[src/rtl/bcd_pkg.sv]
// Shared definitions for the packed-BCD arithmetic datapath.
//   state_t     : sequencer states of the serial subtractor
//   BCD_MAX     : largest legal BCD nibble value
//   BCD_BASE    : decimal radix, used for borrow correction
//   bcd_digit_t : one BCD nibble
package bcd_pkg;

    typedef enum logic [1:0] {
        IDLE,
        RUN,
        DONE
    } state_t;

    localparam logic [3:0] BCD_MAX  = 4'd9;
    localparam logic [4:0] BCD_BASE = 5'd10;

    typedef logic [3:0] bcd_digit_t;

endpackage

[src/rtl/bcd_digit_sub.sv]
// Combinational single-digit BCD subtract stage: digit = a - b - borrow_in,
// corrected by +10 when the raw result is negative.
//   a, b       : input BCD digits (expected 0..9)
//   borrow_in  : borrow from the next-lower digit
//   digit      : result digit, 0..9
//   borrow_out : 1 when the raw difference went negative
module bcd_digit_sub
    import bcd_pkg::*;
(
    input  bcd_digit_t a,
    input  bcd_digit_t b,
    input  logic       borrow_in,
    output bcd_digit_t digit,
    output logic       borrow_out
);

    logic signed [4:0] t;
    logic        [4:0] t_fix;

    always_comb begin
        t          = $signed({1'b0, a} - {1'b0, b} - {4'b0000, borrow_in});
        borrow_out = (t < 0);
        // Adding the radix wraps modulo 32, so the low nibble is the
        // corrected digit for any t in -10..-1.
        t_fix      = 5'(t) + BCD_BASE;
        digit      = borrow_out ? t_fix[3:0] : t[3:0];
    end

endmodule

[src/rtl/bcd_serial_subtractor.sv]
// Multi-digit packed-BCD subtractor, one digit per clock, LSD first.
//   clk_i     : clock, rising edge
//   rst_i     : asynchronous active-high reset
//   start_i   : request; sampled in IDLE or DONE
//   a_i, b_i  : minuend / subtrahend, packed BCD, digit 0 in [3:0]
//   busy_o    : high while digits are being processed
//   done_o    : one-cycle pulse when a result has been published
//   diff_o    : published difference (ten's complement when borrow_o=1)
//   borrow_o  : final borrow, 1 means A < B
//   invalid_o : last accepted operands contained a nibble > 9
module bcd_serial_subtractor
    import bcd_pkg::*;
#(
    parameter int unsigned DIGITS = 4
) (
    input  logic                  clk_i,
    input  logic                  rst_i,
    input  logic                  start_i,
    input  logic [4*DIGITS-1:0]   a_i,
    input  logic [4*DIGITS-1:0]   b_i,
    output logic                  busy_o,
    output logic                  done_o,
    output logic [4*DIGITS-1:0]   diff_o,
    output logic                  borrow_o,
    output logic                  invalid_o
);

    localparam int unsigned W     = 4 * DIGITS;
    localparam int unsigned IDX_W = (DIGITS > 1) ? $clog2(DIGITS) : 1;

    state_t           state_q, state_nxt;
    logic [W-1:0]     a_q, b_q, work_q, work_nxt;
    logic [IDX_W-1:0] idx_q;
    logic             borrow_q;
    logic             inv_pend_q;
    logic             done_q;
    logic [W-1:0]     diff_q;
    logic             borrow_out_q;
    logic             invalid_q;

    bcd_digit_t       cur_a, cur_b, sub_digit;
    logic             sub_bout;
    logic             any_bad;
    logic             accept;
    logic             last;

    always_comb begin
        cur_a   = '0;
        cur_b   = '0;
        any_bad = 1'b0;
        for (int unsigned i = 0; i < DIGITS; i++) begin
            if (idx_q == IDX_W'(i)) begin
                cur_a = a_q[4*i +: 4];
                cur_b = b_q[4*i +: 4];
            end
            if (a_i[4*i +: 4] > BCD_MAX || b_i[4*i +: 4] > BCD_MAX) begin
                any_bad = 1'b1;
            end
        end
    end

    bcd_digit_sub u_digit (
        .a          (cur_a),
        .b          (cur_b),
        .borrow_in  (borrow_q),
        .digit      (sub_digit),
        .borrow_out (sub_bout)
    );

    always_comb begin
        work_nxt = work_q;
        for (int unsigned i = 0; i < DIGITS; i++) begin
            if (idx_q == IDX_W'(i)) begin
                work_nxt[4*i +: 4] = sub_digit;
            end
        end
    end

    assign accept = start_i && (state_q == IDLE || state_q == DONE);
    assign last   = (idx_q == IDX_W'(DIGITS - 1));

    always_comb begin
        state_nxt = state_q;
        case (state_q)
            IDLE:    if (accept) state_nxt = any_bad ? DONE : RUN;
            RUN:     if (last)   state_nxt = DONE;
            DONE:    state_nxt = accept ? (any_bad ? DONE : RUN) : IDLE;
            default: state_nxt = IDLE;
        endcase
    end

    always_ff @(posedge clk_i or posedge rst_i) begin
        if (rst_i) begin
            state_q      <= IDLE;
            a_q          <= '0;
            b_q          <= '0;
            work_q       <= '0;
            idx_q        <= '0;
            borrow_q     <= 1'b0;
            inv_pend_q   <= 1'b0;
            done_q       <= 1'b0;
            diff_q       <= '0;
            borrow_out_q <= 1'b0;
            invalid_q    <= 1'b0;
        end else begin
            state_q <= state_nxt;
            done_q  <= 1'b0;

            // An invalid operand pair publishes on acceptance but its done
            // pulse trails by one cycle, raised from the DONE state.
            if (state_q == DONE) begin
                inv_pend_q <= 1'b0;
                if (inv_pend_q) done_q <= 1'b1;
            end

            if (state_q == RUN) begin
                work_q   <= work_nxt;
                borrow_q <= sub_bout;
                idx_q    <= idx_q + IDX_W'(1);
                if (last) begin
                    diff_q       <= work_nxt;
                    borrow_out_q <= sub_bout;
                    invalid_q    <= 1'b0;
                    done_q       <= 1'b1;
                end
            end

            if (accept) begin
                a_q        <= a_i;
                b_q        <= b_i;
                work_q     <= '0;
                idx_q      <= '0;
                borrow_q   <= 1'b0;
                inv_pend_q <= any_bad;
                if (any_bad) begin
                    diff_q       <= '0;
                    borrow_out_q <= 1'b0;
                    invalid_q    <= 1'b1;
                end
            end
        end
    end

    assign busy_o    = (state_q == RUN);
    assign done_o    = done_q;
    assign diff_o    = diff_q;
    assign borrow_o  = borrow_out_q;
    assign invalid_o = invalid_q;

endmodule

[config.mk]
export PLATFORM = sky130hd
export DESIGN_NAME = bcd_serial_subtractor
export DESIGN_NICKNAME = d
export VERILOG_FILES = /design/src/rtl/bcd_pkg.sv /design/src/rtl/bcd_digit_sub.sv /design/src/rtl/bcd_serial_subtractor.sv
export SDC_FILE = /design/constraint.sdc
export NUM_CORES = 1
export LEC_CHECK = 0
export ABC_AREA = 1
export BUFFER_PORTS_ARGS = -buffer_cell sky130_fd_sc_hd__buf_2
export CAP_MARGIN = 20
export CORE_MARGIN = 3
export CORE_UTILIZATION = 60
export DETAILED_ROUTE_END_ITERATION = 7
export PLACE_DENSITY = 0.82
export SETUP_SLACK_MARGIN = 0.2
export SLEW_MARGIN = 20
export SYNTH_ARGS = -nofsm -noshare
export SYNTH_HDL_FRONTEND = slang
export SYNTH_SLANG_ARGS = --single-unit
[constraint.sdc]
create_clock -name clk_i -period 5.7 [get_ports clk_i]
set_input_delay 1.14 -clock clk_i [delete_from_list [all_inputs] [get_ports clk_i]]
set_output_delay 1.14 -clock clk_i [all_outputs]
set_load 0.1 [all_outputs]
==> impl_metrics.toml <==
[yosys]
ys_ff_latch = 69
synth_edf_count = 0
yosysMostFrequentCell = "nand2_1"
synthTopCellsByArea = "dfrtp_1 (51%), nand2_1 (16%), o21ai_0 (8.3%)"
ys_types = 31
synthArstFlopShare = 1.00
yosysWarnings = 0
ys_seq_area_frac = 0.513
synth_top_flop_cell = "dfrtp_1"
synth_top_cell_area_share = 0.513
synthTopCellsByCount = "nand2_1 (143), dfrtp_1 (69), o21ai_0 (56)"
syn_nets = 461
synth_top_area_cell = "dfrtp_1"
postSynthAreaPerCell_um2 = 8.10
synthCells = 416
synth_area_um2 = 3370

[detailed_routing]
drc = 0
viasPerCell = 5.52
route.detailed.wl_per_inst_um = 14.9
vias = 2991
routed_wirelength_um = 8080
drtPass1Iterations = 5
drt-initial-drc-count = 277
ant_nets = 0

[critical_path]
cp-end-kind = "flop"
crit_type = "flop to flop"
rrSetupSlack_ps = 1960
required_ps = 5930
cp_max_fo = 7
cp_data_arrival_time_ps = 3970
worstSetupStartpointType = "flop"

[global_route]
grt_usage = 0.275
antenna_found_initial = 0
grt_max_degree = 70
grt_pass1_vias = 2854
grt_pass1_wl_um = 13500
overflow = 0

[cts]
post_cts_resized = 0
hold_buffers = 0
clkSlewWorstSetupHoldPaths_ps = 80
post_cts_buffers = 0
htreeDepth = 3
numClockSinks = 69
cts_made_buffers = 9
cts_buffer_depth = 2
cts_tree = "done"
root_buffer = "clkbuf_8"
clock_latency_ps = 360

[power_and_ir_drop]
ir_worst_vdd_v = 0.000206
power_density_nw_per_um2 = 316
p_leak_nw = 2.16
power_mw = 1.24

[cells_and_area]
drive_gt1_frac = 0.180
fin_nets = 512
area_delta_synth_final_pct = 16.1
antenna_cells = 0
finalNonFillerCells = 542
fin_util = 0.742
final_area_um2 = 3910

[hold_path]
hp-class = "flop to flop"

[run]
cap_violations = 0

[status]
outcome = "completed"

[floorplanning]
num_rows = 26
dieArea_um2 = 6550
start_util = 0.639
die_h_um = 80.9
core_um2 = 5270
ios = 55
die_x_um = 80.9

[sta]
setup_viol = 0
tns_ps = 0
maxSlewViolCount = 0
rsz0062_at_grt = "no"
fin_ws_ps = 1960
finClkSkew_ps = 9.96
relSlewSlack = 0.428
hold_viol = 0
period_share = 0.657
worst_slew_pin_slew_ps = 859
min_period_ps = 3740
fin_hold_ws_ps = 481
fmax_mhz = 267

[place]
portBuffers = 54
pre_cts_slack_ps = 2070
dp_cells = 526
dpl_cell_area_um2 = 3670
routabilityCongestion = 0.882
hpwlAfterDp_um = 5580
## power by group
part / switching, mW / internal (mW) / total [mW]
sequential: 0.0177 / 0.515 / 0.533
combinational: 0.153 / 0.0711 / 0.224
clock: 0.191 / 0.289 / 0.479
## placed cells by master, fill, tap and decap left out, types with 2 or more instances in the layout
cell / netlist / routed
ha_1: 8 / 8
fa_1: 2 / 2
bufinv_16: 0 / 3
buf_4: 1 / 3
clkinv_2: 0 / 3
a22o_1: 2 / 2
inv_1: 45 / 44
dfrtp_1: 69 / 69
o21bai_1: 2 / 2
nor2_1: 8 / 8
a21oi_1: 19 / 19
nor3_1: 2 / 2
o21a_1: 3 / 3
o21ai_0: 56 / 56
buf_2: 6 / 54
nand3_1: 12 / 12
a22oi_1: 6 / 6
nand2_2: 3 / 3
clkbuf_8: 0 / 9
nand2_1: 143 / 143
o22ai_1: 5 / 5
inv_2: 4 / 5
## worst max-delay path, cell delays in order (launching register included)
cell and delay [ps]:
dfrtp_1 410, inv_1 120, ha_1 230, inv_1 130, nor2_1 390, a22oi_1 130, nand2_1 80, o21ai_0 80
a21oi_1 210, fa_1 210, inv_1 70, fa_1 410, inv_1 70, nand2_1 60, nand2_1 80, nand3_1 130
nand2_2 140, inv_1 60, nand2_1 50, nand2_1 110, o21ai_0 340, o22ai_1 110
## state kept, by name, indices dropped and copies added, names as in the netlist
register,count
diff_o,16
borrow_o,1
invalid_o,1
a_q,16
inv_pend_q,1
borrow_q,1
b_q,16
idx_q,2
state_q,2
work_q,12
done_o,1
## per-layer routing
layer	track usage	up-vias	share of wire
met3	0.0621	21	0.064
li1	-	1435	-
met1	0.386	1418	0.44
met4	0.128	0	0.024
met5	0	-	0
met2	0.408	117	0.47
## worst paths after layout
kind                       startpoint         to  depth (start not counted)
setup / recovery             idx_q[0]  work_q[2]                         21
hold / removal              invalid_o  invalid_o                          2
setup reg to reg             idx_q[0]  work_q[2]                         21
hold reg to reg             invalid_o  invalid_o                          2
max in group asynchronous       rst_i    a_q[15]                          3
min in group asynchronous       rst_i     done_o                          3
## layout make-up
cell class,instances,area [um^2]
clock buffer,9,124
tap,70,87.6
timing repair buffer,57,293
inverter,49,184
multi-input combinational,281,1380
fill,413,1360
clock inverter,7,114
sequential,69,1730
## cells by family after synthesis
family | after synthesis | share of synthesized area
xor gates and xnor gates | 1 | 0.00260
and+or+nand+nor | 172 | 0.205
buffers and inverters | 66 | 0.0769
DFF | 69 | 0.513
AOI/OAI and AO/OA | 98 | 0.162
adders and majority gates | 10 | 0.0416
(Power assumes the default switching activity.)
